## src/rtl/player_move.sv

```systemverilog
// rtl/player_move.sv - player position owner: button edge detect, bounds/wall check, frame-gated commit
// Moves are validated against the live wall map and committed only on a renderer frame-done pulse.
module player_move (
  input  logic          i_Clk,
  input  logic          i_Rst,
  input  logic [1:0]    i_Level,
  input  logic [1199:0] i_Map,
  input  logic          i_Start,
  input  logic [5:0]    i_StartPos_X,
  input  logic [4:0]    i_StartPos_Y,
  input  logic [5:0]    i_GoalPos_X,
  input  logic [4:0]    i_GoalPos_Y,
  input  logic [3:0]    i_Btn,
  input  logic          i_fDrawDone,
  output logic [5:0]    o_PlayerPos_X,
  output logic [4:0]    o_PlayerPos_Y,
  output logic          o_fGoal,
  output logic          o_Bump,
  output logic [9:0]    o_MoveCnt,
  output logic          o_Busy
);

  typedef enum logic [2:0] {IDLE, READY, CHECK, WAIT_FRAME, GOAL} state_t;

  state_t      r_State, w_State;
  logic [3:0]  r_BtnS, r_BtnP;
  logic [3:0]  w_Rise;
  logic [1:0]  r_Dir, w_Dir;
  logic [5:0]  r_PosX, w_PosX, r_PendX, w_PendX, r_GoalX, w_GoalX;
  logic [4:0]  r_PosY, w_PosY, r_PendY, w_PendY, r_GoalY, w_GoalY;
  logic        r_fGoal, w_fGoal, r_Bump, w_Bump;
  logic [9:0]  r_MoveCnt, w_MoveCnt;
  logic [5:0]  w_Xmax;
  logic [4:0]  w_Ymax;
  logic [6:0]  w_TgtX;
  logic [5:0]  w_TgtY;
  logic [11:0] w_Idx;
  logic [10:0] w_MapBit;
  logic        w_Wall, w_Reject;

  always_ff @(posedge i_Clk or negedge i_Rst) begin
    if (!i_Rst) begin
      r_BtnS <= 4'd0;
      r_BtnP <= 4'd0;
    end else begin
      r_BtnS <= i_Btn;
      r_BtnP <= r_BtnS;
    end
  end

  assign w_Rise = r_BtnS & ~r_BtnP;

  always_comb begin
    w_Xmax = 6'd0;
    w_Ymax = 5'd0;
    case (i_Level)
      2'b01:   begin w_Xmax = 6'd15; w_Ymax = 5'd11; end
      2'b10:   begin w_Xmax = 6'd31; w_Ymax = 5'd23; end
      2'b11:   begin w_Xmax = 6'd39; w_Ymax = 5'd29; end
      default: ;
    endcase
  end

  // One extra bit on the target so a step below 0 wraps to all-ones and fails the upper bound test.
  always_comb begin
    w_TgtX = {1'b0, r_PosX};
    w_TgtY = {1'b0, r_PosY};
    case (r_Dir)
      2'd0:    w_TgtY = {1'b0, r_PosY} - 6'd1;
      2'd1:    w_TgtY = {1'b0, r_PosY} + 6'd1;
      2'd2:    w_TgtX = {1'b0, r_PosX} - 7'd1;
      default: w_TgtX = {1'b0, r_PosX} + 7'd1;
    endcase
  end

  assign w_Idx    = 12'(w_TgtY) * 12'd40 + 12'(w_TgtX);
  assign w_MapBit = 11'(12'd1199 - w_Idx);
  assign w_Wall   = (w_Idx <= 12'd1199) ? i_Map[w_MapBit] : 1'b1;
  assign w_Reject = w_Wall | (i_Level == 2'b00) |
                    (w_TgtX > {1'b0, w_Xmax}) | (w_TgtY > {1'b0, w_Ymax});

  always_comb begin
    w_State   = r_State;
    w_Dir     = r_Dir;
    w_PosX    = r_PosX;
    w_PosY    = r_PosY;
    w_PendX   = r_PendX;
    w_PendY   = r_PendY;
    w_GoalX   = r_GoalX;
    w_GoalY   = r_GoalY;
    w_fGoal   = r_fGoal;
    w_Bump    = 1'b0;
    w_MoveCnt = r_MoveCnt;
    if (i_Start) begin
      w_State   = READY;
      w_PosX    = i_StartPos_X;
      w_PosY    = i_StartPos_Y;
      w_GoalX   = i_GoalPos_X;
      w_GoalY   = i_GoalPos_Y;
      w_fGoal   = 1'b0;
      w_MoveCnt = 10'd0;
    end else begin
      case (r_State)
        READY: begin
          if (|w_Rise) begin
            w_State = CHECK;
            if (w_Rise[3])      w_Dir = 2'd0;
            else if (w_Rise[2]) w_Dir = 2'd1;
            else if (w_Rise[1]) w_Dir = 2'd2;
            else                w_Dir = 2'd3;
          end
        end
        CHECK: begin
          if (w_Reject) begin
            w_Bump  = 1'b1;
            w_State = READY;
          end else begin
            w_PendX = w_TgtX[5:0];
            w_PendY = w_TgtY[4:0];
            w_State = WAIT_FRAME;
          end
        end
        WAIT_FRAME: begin
          if (i_fDrawDone) begin
            w_PosX = r_PendX;
            w_PosY = r_PendY;
            if (r_MoveCnt != 10'h3FF) w_MoveCnt = r_MoveCnt + 10'd1;
            if (r_PendX == r_GoalX && r_PendY == r_GoalY) begin
              w_fGoal = 1'b1;
              w_State = GOAL;
            end else begin
              w_State = READY;
            end
          end
        end
        default: ;
      endcase
    end
  end

  always_ff @(posedge i_Clk or negedge i_Rst) begin
    if (!i_Rst) begin
      r_State   <= IDLE;
      r_Dir     <= 2'd0;
      r_PosX    <= 6'd0;
      r_PosY    <= 5'd0;
      r_PendX   <= 6'd0;
      r_PendY   <= 5'd0;
      r_GoalX   <= 6'd0;
      r_GoalY   <= 5'd0;
      r_fGoal   <= 1'b0;
      r_Bump    <= 1'b0;
      r_MoveCnt <= 10'd0;
    end else begin
      r_State   <= w_State;
      r_Dir     <= w_Dir;
      r_PosX    <= w_PosX;
      r_PosY    <= w_PosY;
      r_PendX   <= w_PendX;
      r_PendY   <= w_PendY;
      r_GoalX   <= w_GoalX;
      r_GoalY   <= w_GoalY;
      r_fGoal   <= w_fGoal;
      r_Bump    <= w_Bump;
      r_MoveCnt <= w_MoveCnt;
    end
  end

  assign o_PlayerPos_X = r_PosX;
  assign o_PlayerPos_Y = r_PosY;
  assign o_fGoal       = r_fGoal;
  assign o_Bump        = r_Bump;
  assign o_MoveCnt     = r_MoveCnt;
  assign o_Busy        = (r_State == CHECK) || (r_State == WAIT_FRAME);

endmodule

```

## config.mk

```make
export PLATFORM = sky130hd
export DESIGN_NAME = player_move
export DESIGN_NICKNAME = d
export VERILOG_FILES = /design/src/rtl/player_move.sv
export SDC_FILE = /design/constraint.sdc
export NUM_CORES = 1
export LEC_CHECK = 0
export CAP_MARGIN = 20
export CORE_AREA = 5 5 486 488
export CTS_CLUSTER_SIZE = 8
export DETAILED_ROUTE_END_ITERATION = 7
export DIE_AREA = 0 0 491 493
export SYNTH_ARGS = -nofsm -noshare
export SYNTH_HDL_FRONTEND = slang
export SYNTH_SLANG_ARGS = --single-unit
```

## constraint.sdc

```tcl
create_clock -name i_Clk -period 9 [get_ports i_Clk]
set_input_delay 1.8 -clock i_Clk [delete_from_list [all_inputs] [get_ports i_Clk]]
set_output_delay 1.8 -clock i_Clk [all_outputs]
set_load 0.1 [all_outputs]
```

## Yosys cells after proc, flatten, opt, wreduce, memory -nomap -nowiden

Index checks and enable logic that the tools add are counted.

| cells by class | value |
|---|---|
| order comparisons | 4 |
| equality and inequality tests | 13 |
| bitwise gates (word level) | 7 |
| add/subtract/negate cells | 7 |
| muxes and demuxes | 33 |
| multipliers | 1 |
| reductions and logical operators | 17 |

Operators with widths:

| kind | count |
|---|---|
| 10-bit 2-to-1 mux | 4 |
| 6-bit 2-to-1 mux | 3 |
| 6-bit one-hot mux with 3 select lines | 1 |
| 5-bit 2-to-1 mux | 3 |
| 5-bit one-hot mux with 3 select lines | 1 |
| 3-bit AND reduction | 5 |
| 7-bit one-hot mux with 2 select lines | 1 |
| 12-bit by 7-bit adder with 12-bit output | 1 |
| 12-bit by 11-bit <= comparator with 1-bit output, second input constant | 1 |
| 11-bit by 12-bit less-than comparator with 1-bit output, second input constant | 1 |
| 3-bit 2-to-1 mux | 4 |
| 6-bit one-hot mux with 2 select lines | 1 |
| 1-bit binary-select mux with 11-bit select | 1 |
| 11-bit subtractor, first input constant | 1 |
| 10-bit by 1-bit adder with 10-bit output, second input constant | 1 |
| 1-bit 2-to-1 mux | 10 |
| 10-bit inequality test, second input constant | 1 |
| 6-bit by 3-bit multiplier with 9-bit output, second input constant | 1 |
| 3-bit one-hot mux with 3 select lines | 1 |
| 2-bit nonzero test | 4 |
| 6-bit by 1-bit adder with 7-bit output, second input constant | 1 |
| 7-bit by 6-bit > comparator with 1-bit output | 1 |
| 6-bit by 1-bit subtractor with 7-bit output, second input constant | 1 |
| 5-bit by 1-bit adder with 6-bit output, second input constant | 1 |
| 21 further kinds | 32 |

| storage, ports and cells | value |
|---|---|
| bits of input ports | 1232 |
| output and inout port bits | 24 |
| register bits after elaboration | 58 |
| word-level logic and storage cells | 95 |

## Logic depth before layout (Yosys ltp)

Gate-level depths: netlist of the first run.

| depth | value |
|---|---|
| depth after elaboration | 14 |
| gate-level depth with buffers | 33 |
| mapped depth without buffers | 22 |

## Worst setup path before layout of the first run

No wires, ideal clock.

| timing path | value |
|---|---|
| path type | reg-to-reg |
| from | register r_Dir[1] |
| to | register r_PendX[0] |
| setup time | 125 ps |
| data required time | 8875 ps |
| clock period less this slack | 7166 ps |
| path slack | 1834 ps |
| path buffers | 9 |
| stages on the path, launching flop included | 30 |
| data arrival time | 7041 ps |
| path through | dfrtp_1 > buf_4 > buf_2 > buf_2 > buf_2 > buf_2 > clkbuf_1 > clkbuf_1 > buf_2 > nand2b_1 > inv_1 > ha_1 > a21o_1 > a21oi_1 > xnor2_1 > mux2_2 > ha_1 > fa_1 > xor2_1 > ha_1 > or2_2 > a221oi_1 > or2_2 > nand2_1 > or4_1 > a31oi_1 > a221oi_1 > o311ai_2 > buf_6 > mux2_4 |

| between the ends | value |
|---|---|
| longest elaborated chain between the ends | 13 |
| elaborated cells on any way between the ends | 20 |
| those cells by class | add/sub (2); mul (1); order compare (3); eq/ne (2); mux (5); bitwise (4); reduce/logical (3) |

RTL lines:

| what | RTL line | source |
|---|---|---|
| from (decl) | 28 | `logic [1:0] r_Dir, w_Dir;` |
| from (signal assigned) | 156 | `r_Dir <= w_Dir;` |
| 2-bit by 1-bit equality test with 1-bit output / 2-bit zero test (equally long branches) | 68 | `case (r_Dir)` |
| 2-bit OR reduction (no line) | - |  |
| 7-bit one-hot mux with 2 select lines * | 68 |  |
| named net w_TgtX[3] | 35 | `logic [6:0] w_TgtX;` |
| 12-bit by 7-bit adder with 12-bit output | 76 | `assign w_Idx = 12'(w_TgtY) * 12'd40 + 12'(w_TgtX);` |
| 11-bit subtractor | 77 | `assign w_MapBit = 11'(12'd1199 - w_Idx);` |
| 1-bit binary-select mux with 11-bit select | 78 | `assign w_Wall = (w_Idx <= 12'd1199) ? i_Map[w_MapBit] : 1'b1;` |
| 1-bit 2-to-1 mux (implied by the code) | 78 |  |
| 1-bit 2-to-1 mux | 78 |  |
| 1-bit bitwise OR | 79 | `assign w_Reject = w_Wall \| (i_Level == 2'b00) \|` |
| 1-bit bitwise OR * | 79 |  |
| 1-bit bitwise OR * | 80 | `(w_TgtX > {1'b0, w_Xmax}) \| (w_TgtY > {1'b0, w_Ymax});` |
| 1-bit inverter (no line) * | - |  |
| 3-bit AND reduction (no line) * | - |  |
| to (signal assigned) | 159 | `r_PendX <= w_PendX;` |
| to (decl) | 29 | `logic [5:0] r_PosX, w_PosX, r_PendX, w_PendX, r_GoalX, w_GoalX;` |

Mark *: on every way through the listed nets, which the timed path passes. The rest lies on a longest branch. The select of a mux whose other input is x is not followed.
A chain may end at the register's enable or synchronous reset.

## Worst setup path in the final report of the first run

| timing path | value |
|---|---|
| from | register r_Dir[1] |
| to | register r_PendY[4] |

| between the ends | value |
|---|---|
| longest elaborated chain between the ends | 13 |
| elaborated cells on any way between the ends | 20 |
| those cells by class | add/sub (2); mul (1); order compare (3); eq/ne (2); mux (5); bitwise (4); reduce/logical (3) |

RTL lines:

| what | RTL line | source |
|---|---|---|
| 2-bit by 1-bit equality test with 1-bit output / 2-bit zero test (equally long branches) | 68 |  |
| 6-bit one-hot mux with 2 select lines * | 68 |  |
| named net w_TgtY[2] | 36 | `logic [5:0] w_TgtY;` |
| 6-bit by 3-bit multiplier with 9-bit output | 76 |  |
| 12-bit by 7-bit adder with 12-bit output | 76 |  |
| 11-bit subtractor | 77 |  |
| 1-bit binary-select mux with 11-bit select | 78 |  |
| 1-bit 2-to-1 mux (implied by the code) | 78 |  |
| 1-bit 2-to-1 mux | 78 |  |
| 1-bit bitwise OR (2 in a row) | 79 |  |
| 1-bit bitwise OR * | 80 |  |
| 1-bit inverter (no line) * | - |  |
| 3-bit AND reduction (no line) * | - |  |
| to (signal assigned) | 160 | `r_PendY <= w_PendY;` |
| to (decl) | 30 | `logic [4:0] r_PosY, w_PosY, r_PendY, w_PendY, r_GoalY, w_GoalY;` |

Marked as above.

==> impl_metrics.toml, run 1 <==
[run_status]
status = "completed"

[logic_synthesis]
synth_fp_nets = 3914
yosys_warnings = 0
async_flop_share_pct = 100.0
synthesis.area_um2 = 22840
yosysTopAreaCell = "mux2i_1"
syn_inst = 2636
yosys.area.top_type_share_pct = 28.66
yosysSeqAreaShare_pct = 6.355
ys_top_cells_by_area = "mux2i_1 29%, mux4_2 17%, dfrtp_1 6.4%"
avgSynthCellArea_um2 = 8.664
yosysMostFrequentCell = "mux2i_1"
ys_seq_elements = 58
synth-edff-count = 0
yosys-top-cells-count = "654 x mux2i_1, 264 x nand2_1, 174 x mux4_2"
ys.flop_type = "dfrtp_1"
synth_cell_types = 85

[die]
rows = 177
die_h_um = 493
dieWidth_um = 491
dieArea_um2 = 242100
initial_core_util_pct = 9.869
io_pins = 1256
core_um2 = 231400

[global_routing]
grt_first_pass_wirelength_mm = 324.9
grt_use_total_pct = 20.11
grt_remaining_overflow = 0
grt_max_degree = 130
antenna_found_initial = 118
grt_pass1_vias = 31070

[routing]
vias = 30010
drc = 0
postRouteAntennaNets = 0
viasPerCell = 4.370
drt_first_pass_iters = 5
drt_wl_total_mm = 257.9
routedWlPerCell_um = 37.55
drt_iter0_markers = 2038

[clock_tree]
cts_max_level = 3
clk_pin_slew_worst_paths_ns = 0.06
clockBufferDepth = 2
clk_latency_ns = 0.35
cts_tree = "built"
cts_sinks = 58
cts_resized = 0
numCtsBuffers = 9
post-cts-setup-buffer-count = 0
hold_buffers = 0
root_buffer = "clkbuf_16"

[hold_path]
worstHoldPathType = "flop to flop"

[placed_design]
gp_congestion = 0.9628
hpwl_mm = 219.1
port_buffers = 1255

[worst_setup_path]
cp_num_buf_inv = 4
path_cells = "buf_12 -> inv_8 -> nand2_1 -> inv_1 -> fa_1 -> xor2_1 -> o21ai_0 -> ha_1 -> ha_1 -> xor2_1 -> ha_1 -> nand2_1 -> a221oi_1 -> or2_2 -> nand2_1 -> or4_1 -> a31oi_1 -> a221oi_1 -> o311ai_2 -> buf_4 -> mux2_2"
crit_arrival_ns = 8.09
max_stage_delay_ns = 0.62
path_delay_family = "compound AO/OA/AOI/OAI gates"
worst_ep_required_time_ns = 9.23
critPathLaunchType = "flop"
critPathCaptureType = "flop"
critPathSlowestCell = "or4_1"
path_class = "flop to flop"
critPathMaxFanout = 81

[sta]
slew_violations = 0
tns_ns = 0
fin_skew_ns = 0.008577
rsz0062_at_grt = "false"
period_needed_ns = 7.866
worstMarginPinSlew_ns = 1.336
period_share_pct = 87.40
slew_headroom_pct = 10.74
timing.final.hold_violations = 0
finalSetupViolCount = 0
max_freq_mhz = 127.1

[cells_and_area]
area_growth_pct = 75.04
final_layout_size_suffix_gt1_share_pct = 12.96
final_nets = 5047

[job]
maxCapViolations = 0
[flip-flops by register name (all words and copies together) (netlist names)]
| signal | flops |
|---|---|
| r_PendY | 5 |
| o_MoveCnt | 10 |
| o_Bump | 1 |
| r_GoalX | 6 |
| r_BtnP | 4 |
| r_BtnS | 4 |
| o_PlayerPos_X | 6 |
| r_Dir | 2 |
| o_PlayerPos_Y | 5 |
| r_PendX | 6 |
| o_fGoal | 1 |
| r_State | 3 |
| r_GoalY | 5 |
[per-layer routing]
metal  part of all wire [%]  track usage [%]
met4                    2.9            5.166
met3                    6.5            4.520
met5                   0.12                0
met1                     41            24.50
met2                     49            35.68
[layout by cell type (no fill, tap or decap), drive strengths merged, types with 9 or more instances in the layout]
cell           netlist  layout
clkdlybuf4s50        0    1252
mux2i              654     654
nand2              264     264
mux4               183     183
buf                179     143
a21oi              106     106
nor2                88      88
o22ai               82      82
o21ai               78      78
a211oi              75      75
mux2                65      65
dfrtp               58      58
nand3               55      55
diode                0      50
nor3                49      49
nor2b               49      49
a22oi               48      48
ha                  42      42
a221oi              39      39
a31oi               38      38
inv                 37      34
a2111oi             28      28
o221ai              26      26
xnor2               24      24
nand2b              24      24
o211ai              23      23
a311oi              18      18
nor4                16      16
xor2                16      16
and3                15      15
nand4               15      15
o31ai               12      12
clkbuf              94      10
a21o                 9       9
o2111ai              9       9
[path summary, 6_finish.rpt]
kind | endpoint | slack [ns] | cells after the start | start
max | r_PendY[4] | 1.13 | 21 | r_Dir[1]
min | r_BtnP[3] | 0.37 | 0 | r_BtnS[3]
max reg2reg | r_PendY[4] | 1.13 | 21 | r_Dir[1]
min reg2reg | r_BtnP[3] | 0.37 | 0 | r_BtnS[3]
max in group asynchronous | o_PlayerPos_X[0] | 6.73 | 2 | i_Rst
min in group asynchronous | o_MoveCnt[4] | 1.62 | 2 | i_Rst
[metrics by stage]
stage               instance area, um^2  hold slack (ns)  utilization (%)  std cells  worst slack (ns)
floorplan                         22840           0.3465                -       2636             1.834
global placement                  39280           0.3600            16.97       6772           -0.2091
detailed placement                39560           0.3667            17.10       6800             1.244
CTS                               39840           0.3797            17.22       6816             1.215
global route                      39910           0.3939            17.24       6840            0.7835
finish                            39980           0.3728            17.27       6867             1.134
[cell type report]
cell class | instances | area, um^2
Fill cell | 25900 | 191500
Multi-Input combinational cell | 2267 | 20370
Timing Repair Buffer | 1395 | 13760
Tap cell | 3043 | 3807
Sequential cell | 58 | 1464
Clock buffer | 10 | 239.0
Inverter | 38 | 175.2
Antenna cell | 50 | 125.1
Clock inverter | 6 | 42.54
[cells by family after synthesis]
logic type	after synthesis	share of synthesized area (%)
buffers and inverters	311	6.201
multiplexers	902	50.20
AND/OR/NAND/NOR	607	12.33
XOR/XNOR	40	1.567
AO/OA/AOI/OAI	672	20.70
adder cells (fa/ha/maj)	46	2.651
flip-flops	58	6.355
Power of run 1 is left out: the tool's default activity adds up to more than one toggle a clock period on the data nets, which glitch-free logic cannot reach.
==> run 2, diff against run 1 <==
SETUP_SLACK_MARGIN = 0.05   (was unset)
==> results of run 2 <==
The final DEF is identical to that of run 1; final timing and power are the same.
Power of run 2 is left out for the same reason.
